===== src/rtl/mem_arb_pkg.sv =====
// rtl/mem_arb_pkg.sv - shared types and defaults for the two-master RAM arbiter
package mem_arb_pkg;

  typedef enum logic {
    IDLE = 1'b0,
    RESP = 1'b1
  } state_e;

  typedef enum logic {
    M0 = 1'b0,
    M1 = 1'b1
  } owner_e;

  localparam logic [31:0] RAM_BASE_DEFAULT = 32'h0002_0000;

endpackage


===== src/rtl/rr_arb2.sv =====
// rtl/rr_arb2.sv - two-way round-robin arbiter with a registered last-grant pointer
module rr_arb2
  import mem_arb_pkg::*;
(
  input  logic       clk,
  input  logic       rst_in,
  input  logic [1:0] req,
  output logic [1:0] gnt
);

  owner_e last_q, last_d;

  always_comb begin
    gnt    = 2'b00;
    last_d = last_q;
    if (!rst_in) begin
      // m0 wins unless it was the last one served and m1 is also waiting
      if (req[0] && (!req[1] || last_q == M1)) begin
        gnt = 2'b01;
      end else if (req[1]) begin
        gnt = 2'b10;
      end
      if (gnt[0]) begin
        last_d = M0;
      end else if (gnt[1]) begin
        last_d = M1;
      end
    end
  end

  always_ff @(posedge clk) begin
    if (rst_in) begin
      last_q <= M1;
    end else begin
      last_q <= last_d;
    end
  end

endmodule


===== src/rtl/mem_arb.sv =====
// rtl/mem_arb.sv - shares one synchronous RAM port between two masters, one access per cycle
// Optional MEM_ARB_ADDR_CHECK_EN: out-of-window or misaligned requests are answered with err.
module mem_arb
  import mem_arb_pkg::*;
#(
  parameter int unsigned RAM_AW   = 15,
  parameter logic [31:0] RAM_BASE = RAM_BASE_DEFAULT
) (
  input  logic              clk,
  input  logic              rst_in,
  input  logic              m0_req,
  input  logic              m0_we,
  input  logic [31:0]       m0_addr,
  input  logic [3:0]        m0_byteen,
  input  logic [31:0]       m0_wdata,
  output logic              m0_gnt,
  output logic              m0_rvalid,
  output logic [31:0]       m0_rdata,
  output logic              m0_err,
  input  logic              m1_req,
  input  logic              m1_we,
  input  logic [31:0]       m1_addr,
  input  logic [3:0]        m1_byteen,
  input  logic [31:0]       m1_wdata,
  output logic              m1_gnt,
  output logic              m1_rvalid,
  output logic [31:0]       m1_rdata,
  output logic              m1_err,
  output logic [RAM_AW-1:0] ram_addr,
  output logic [3:0]        ram_byteen,
  output logic              ram_we,
  output logic [31:0]       ram_wdata,
  input  logic [31:0]       ram_rdata
);

  logic [1:0]  arb_req;
  logic [1:0]  arb_gnt;
  logic        sel_m1;
  logic        any_gnt;
  logic        sel_we;
  logic        sel_err;
  logic [31:0] sel_addr;
  logic [31:0] sel_wdata;
  logic [3:0]  sel_byteen;

  assign arb_req = {m1_req, m0_req};

  rr_arb2 u_rr_arb2 (
    .clk    (clk),
    .rst_in (rst_in),
    .req    (arb_req),
    .gnt    (arb_gnt)
  );

  always_comb begin
    sel_m1     = arb_gnt[1];
    any_gnt    = |arb_gnt;
    sel_addr   = sel_m1 ? m1_addr   : m0_addr;
    sel_we     = sel_m1 ? m1_we     : m0_we;
    sel_byteen = sel_m1 ? m1_byteen : m0_byteen;
    sel_wdata  = sel_m1 ? m1_wdata  : m0_wdata;
  end

`ifdef MEM_ARB_ADDR_CHECK_EN
  // 33-bit compare so a window ending at 4 GiB does not wrap
  localparam logic [32:0] RAM_END = {1'b0, RAM_BASE} + (33'd1 << (RAM_AW + 2));

  assign sel_err = ({1'b0, sel_addr} < {1'b0, RAM_BASE}) ||
                   ({1'b0, sel_addr} >= RAM_END) ||
                   (sel_addr[1:0] != 2'b00);
`else
  logic unused_addr_bits;

  assign sel_err          = 1'b0;
  assign unused_addr_bits = ^{sel_addr[31:RAM_AW+2], sel_addr[1:0], RAM_BASE};
`endif

  assign m0_gnt     = arb_gnt[0];
  assign m1_gnt     = arb_gnt[1];
  assign ram_addr   = sel_addr[RAM_AW+1:2];
  assign ram_byteen = sel_byteen;
  assign ram_wdata  = sel_wdata;
  assign ram_we     = any_gnt && sel_we && !sel_err;

  state_e state_q, state_d;
  owner_e owner_q, owner_d;
  logic   wr_q, wr_d;
  logic   err_q, err_d;

  always_comb begin
    state_d = IDLE;
    owner_d = owner_q;
    wr_d    = wr_q;
    err_d   = err_q;
    unique case (state_q)
      IDLE:    state_d = any_gnt ? RESP : IDLE;
      RESP:    state_d = any_gnt ? RESP : IDLE;
      default: state_d = IDLE;
    endcase
    if (any_gnt) begin
      owner_d = sel_m1 ? M1 : M0;
      wr_d    = sel_we;
      err_d   = sel_err;
    end
  end

  always_ff @(posedge clk) begin
    if (rst_in) begin
      state_q <= IDLE;
      owner_q <= M0;
      wr_q    <= 1'b0;
      err_q   <= 1'b0;
    end else begin
      state_q <= state_d;
      owner_q <= owner_d;
      wr_q    <= wr_d;
      err_q   <= err_d;
    end
  end

  // A response already due is suppressed in the reset cycle itself
  logic        resp_due;
  logic [31:0] resp_data;

  assign resp_due  = (state_q == RESP) && !rst_in;
  assign resp_data = (wr_q || err_q) ? 32'd0 : ram_rdata;

  assign m0_rvalid = resp_due && (owner_q == M0);
  assign m1_rvalid = resp_due && (owner_q == M1);
  assign m0_err    = m0_rvalid && err_q;
  assign m1_err    = m1_rvalid && err_q;
  assign m0_rdata  = m0_rvalid ? resp_data : 32'd0;
  assign m1_rdata  = m1_rvalid ? resp_data : 32'd0;

endmodule


===== config.mk =====
export PLATFORM = sky130hd
export DESIGN_NAME = mem_arb
export DESIGN_NICKNAME = d
export VERILOG_FILES = /design/src/rtl/mem_arb_pkg.sv /design/src/rtl/rr_arb2.sv /design/src/rtl/mem_arb.sv
export SDC_FILE = /design/constraint.sdc
export NUM_CORES = 1
export LEC_CHECK = 0
export ABC_AREA = 1
export BUFFER_PORTS_ARGS = -buffer_cell sky130_fd_sc_hd__buf_2
export CAP_MARGIN = 20
export CELL_PAD_IN_SITES_DETAIL_PLACEMENT = 0
export CELL_PAD_IN_SITES_GLOBAL_PLACEMENT = 1
export CORE_MARGIN = 8
export CORE_UTILIZATION = 15
export DETAILED_ROUTE_END_ITERATION = 10
export PLACE_DENSITY = 0.95
export SLEW_MARGIN = 20
export SYNTH_ARGS = -nofsm -noshare
export SYNTH_HDL_FRONTEND = slang
export SYNTH_SLANG_ARGS = --single-unit

===== constraint.sdc =====
create_clock -name clk -period 2.8 [get_ports clk]
set_input_delay 0.28 -clock clk [delete_from_list [all_inputs] [get_ports clk]]
set_output_delay 0.28 -clock clk [all_outputs]
set_load 0.02 [all_outputs]

==> impl_metrics.yaml <==
critical_path:
  crit_chain: "nand2_1 -> nand3_2 -> buf_4 -> nand2_1 -> nand2_1 -> buf_2"
  critical_path_class: "reg -> out"
  cp_top_family: "buffers and inverters"
  path_max_fanout: 55
  critPathArrivalTime_ns: 1.58
  critPathCaptureType: "output port"
  slowest_stage: "buf_4"
  crit_buf_inv: 2
  max_stage_delay_ns: 0.45
  worst_path_most_repeated_cell: "nand2_1"
  cp.required_ns: 2.52
  start_kind: "flop"
finish:
  area_growth_pct: 83.5
  nFillCells: 1232
  fin_util_pct: 27.9
  antennaDiodeCount: 0
  num-nets-final: 720
  drive_above_1_share_pct: 58.5
logic_synthesis:
  ys_types: 20
  yosysMostFrequentCell: "nand2_1"
  synth-main-ff-cell: "dfxtp_1"
  syn_inst: 304
  synth_seq_cells: 4
  avgSynthCellArea_sq_um: 5.37
  yosys-top-cells-area: "nand2_1 36%, nor3_2 25%, inv_1 8.3%"
  synth_common_cells: "155 x nand2_1, 41 x nor3_2, 36 x inv_1, 24 x nor3_1, 11 x buf_2"
  yosysTopAreaCell: "nand2_1"
  netlist_area_sq_um: 1630
  async_flop_share_pct: 0
  seq_area_frac_synth_pct: 4.90
  synth_warnings: 0
  synth_edf_count: 0
  synth_top_cell_area_share_pct: 35.6
detailed_routing:
  drt-initial-drc-count: 67
  wirelength_mm: 8.60
  via_count: 2621
  first_pass_iters: 4
  wire_per_inst_microns: 12.6
  ant_nets: 0
  vias_per_cell: 3.83
  drcViolationCount: 0
cts:
  cts-root-buf: "clkbuf_8"
  max-clock-path-buffers: 2
  ctsHoldBuffers: 0
  cts-htree-levels: 1
  post_cts_buffers: 0
  cts_buffers: 3
  clk_pin_slew_ns: 0.03
  cts_tree: "built"
  cts.repair.resized: 0
  clock-sinks: 4
  insertion_delay_ns: 0.22
global_route:
  gr-usage-met1_pct: 11.5
  grt-ovfl-total: 0
  grt_max_degree: 56
  use_met3_pct: 5.22
  antenna_found_initial: 1
  grt_busiest_layer: "met2"
  track_usage_pct: 10.7
  grt_pass1_vias: 2561
  grt_first_pass_wirelength_mm: 13.0
  grt_use_met2_pct: 18.9
place:
  place.gp.congestion: 0.748
  io_buffers: 259
  dp_slack_ns: 1.02
  dpl.hpwl_mm: 7.38
sta:
  setup_viol: 0
  slew_violations: 0
  finalCritPeriodShare_pct: 66.3
  clock.fmax_mhz: 538
  skew_ns: 0.00171
  rsz0062_at_grt: "no"
  max_slew_margin_pct: 45.4
  fin_crit_ns: 1.86
  final_hold_viol_count: 0
  worst_slack_ns: 0.943
  tns_ns: 0
  tightest_slew_ns: 0.818
worst_hold_path:
  hp-class: "in -> reg"
floorplanning:
  die_area_sq_um: 14500
  die_y_microns: 120
  die_w_microns: 120
  rows: 38
  design.core.area_sq_um: 10700
  boundaryPins: 296
  start_util_pct: 15.2
flow_run:
  maxCapViolCount: 0
outcome:
  status: "finished clean"
power_and_ir_drop:
  power.density_nw_per_um2: 232
  p_leak_nw: 2.07
  max-vdd-ir-drop_mv: 0.120
==> flip-flops by register name, indices dropped and copies added, names as in the netlist <==
name	count
owner_q	1
state_q	1
u_rr_arb2.last_q	1
wr_q	1
==> cells in the final DEF, fill, tap and decap left out, types with 3 or more instances in the layout <==
cell type,netlist,layout
buf_2,11,259
clkbuf_8,0,3
dfxtp_1,4,3
inv_1,36,36
inv_2,4,4
nand2_1,155,155
nand2_2,4,4
nor3_1,24,24
nor3_2,41,41
==> power breakdown <==
group,internal [mW],leakage (nW),switching [mW]
Combinational,0.186,2.02,0.315
Clock,0.0915,0.0216,0.0284
Sequential,0.0631,0.0337,0.0114
Total,0.341,2.07,0.355
==> through the flow <==
step                      hold WS [ns]  total power [mW]  instance area (sq um)  std cells
final                            0.273             0.695                   3000        684
after global routing             0.282             0.755                   3000        684
after floorplan                  0.349             0.379                   1640        305
after CTS                        0.270             0.710                   3000        684
after global placement           0.472             0.582                   2960        681
after detailed placement         0.480             0.585                   2960        681
==> final cells by class <==
cell class / instances / area (sq um) / area share, %
Timing Repair Buffer: 262 / 1340 / 44.8
Multi-Input combinational cell: 235 / 1200 / 40.2
Tap cell: 140 / 175 / 5.85
Inverter: 40 / 150 / 5.01
Sequential cell: 4 / 81.3 / 2.71
Clock buffer: 3 / 41.3 / 1.38
==> cell families (layout without fill, tap and decap cells) <==
family / after synthesis / in the layout / share of synthesized area (%)
and+or+nand+nor: 230 / 230 / 72.3
buffers and inverters: 66 / 305 / 21.5
DFF: 4 / 4 / 4.90
AOI/OAI and AO/OA: 3 / 3 / 0.996
other: 1 / 2 / 0.230
==> per-layer routing <==
layer	vias to the layer above	wire length (microns)
met4	2	61
met1	1051	3400
met5	-	13
met3	6	1170
li1	1400	-
met2	162	3950
==> final timing paths <==
kind	slack [ns]	cells past startpoint	to	start
worst min-delay path	0.27	2	wr_q	rst_in
worst max register to register	1.48	7	wr_q	u_rr_arb2.last_q
worst min register to register	0.48	2	u_rr_arb2.last_q	u_rr_arb2.last_q
worst max-delay path	0.94	6	ram_addr[4]	u_rr_arb2.last_q
No activity file was read; power rests on OpenSTA's default activity.
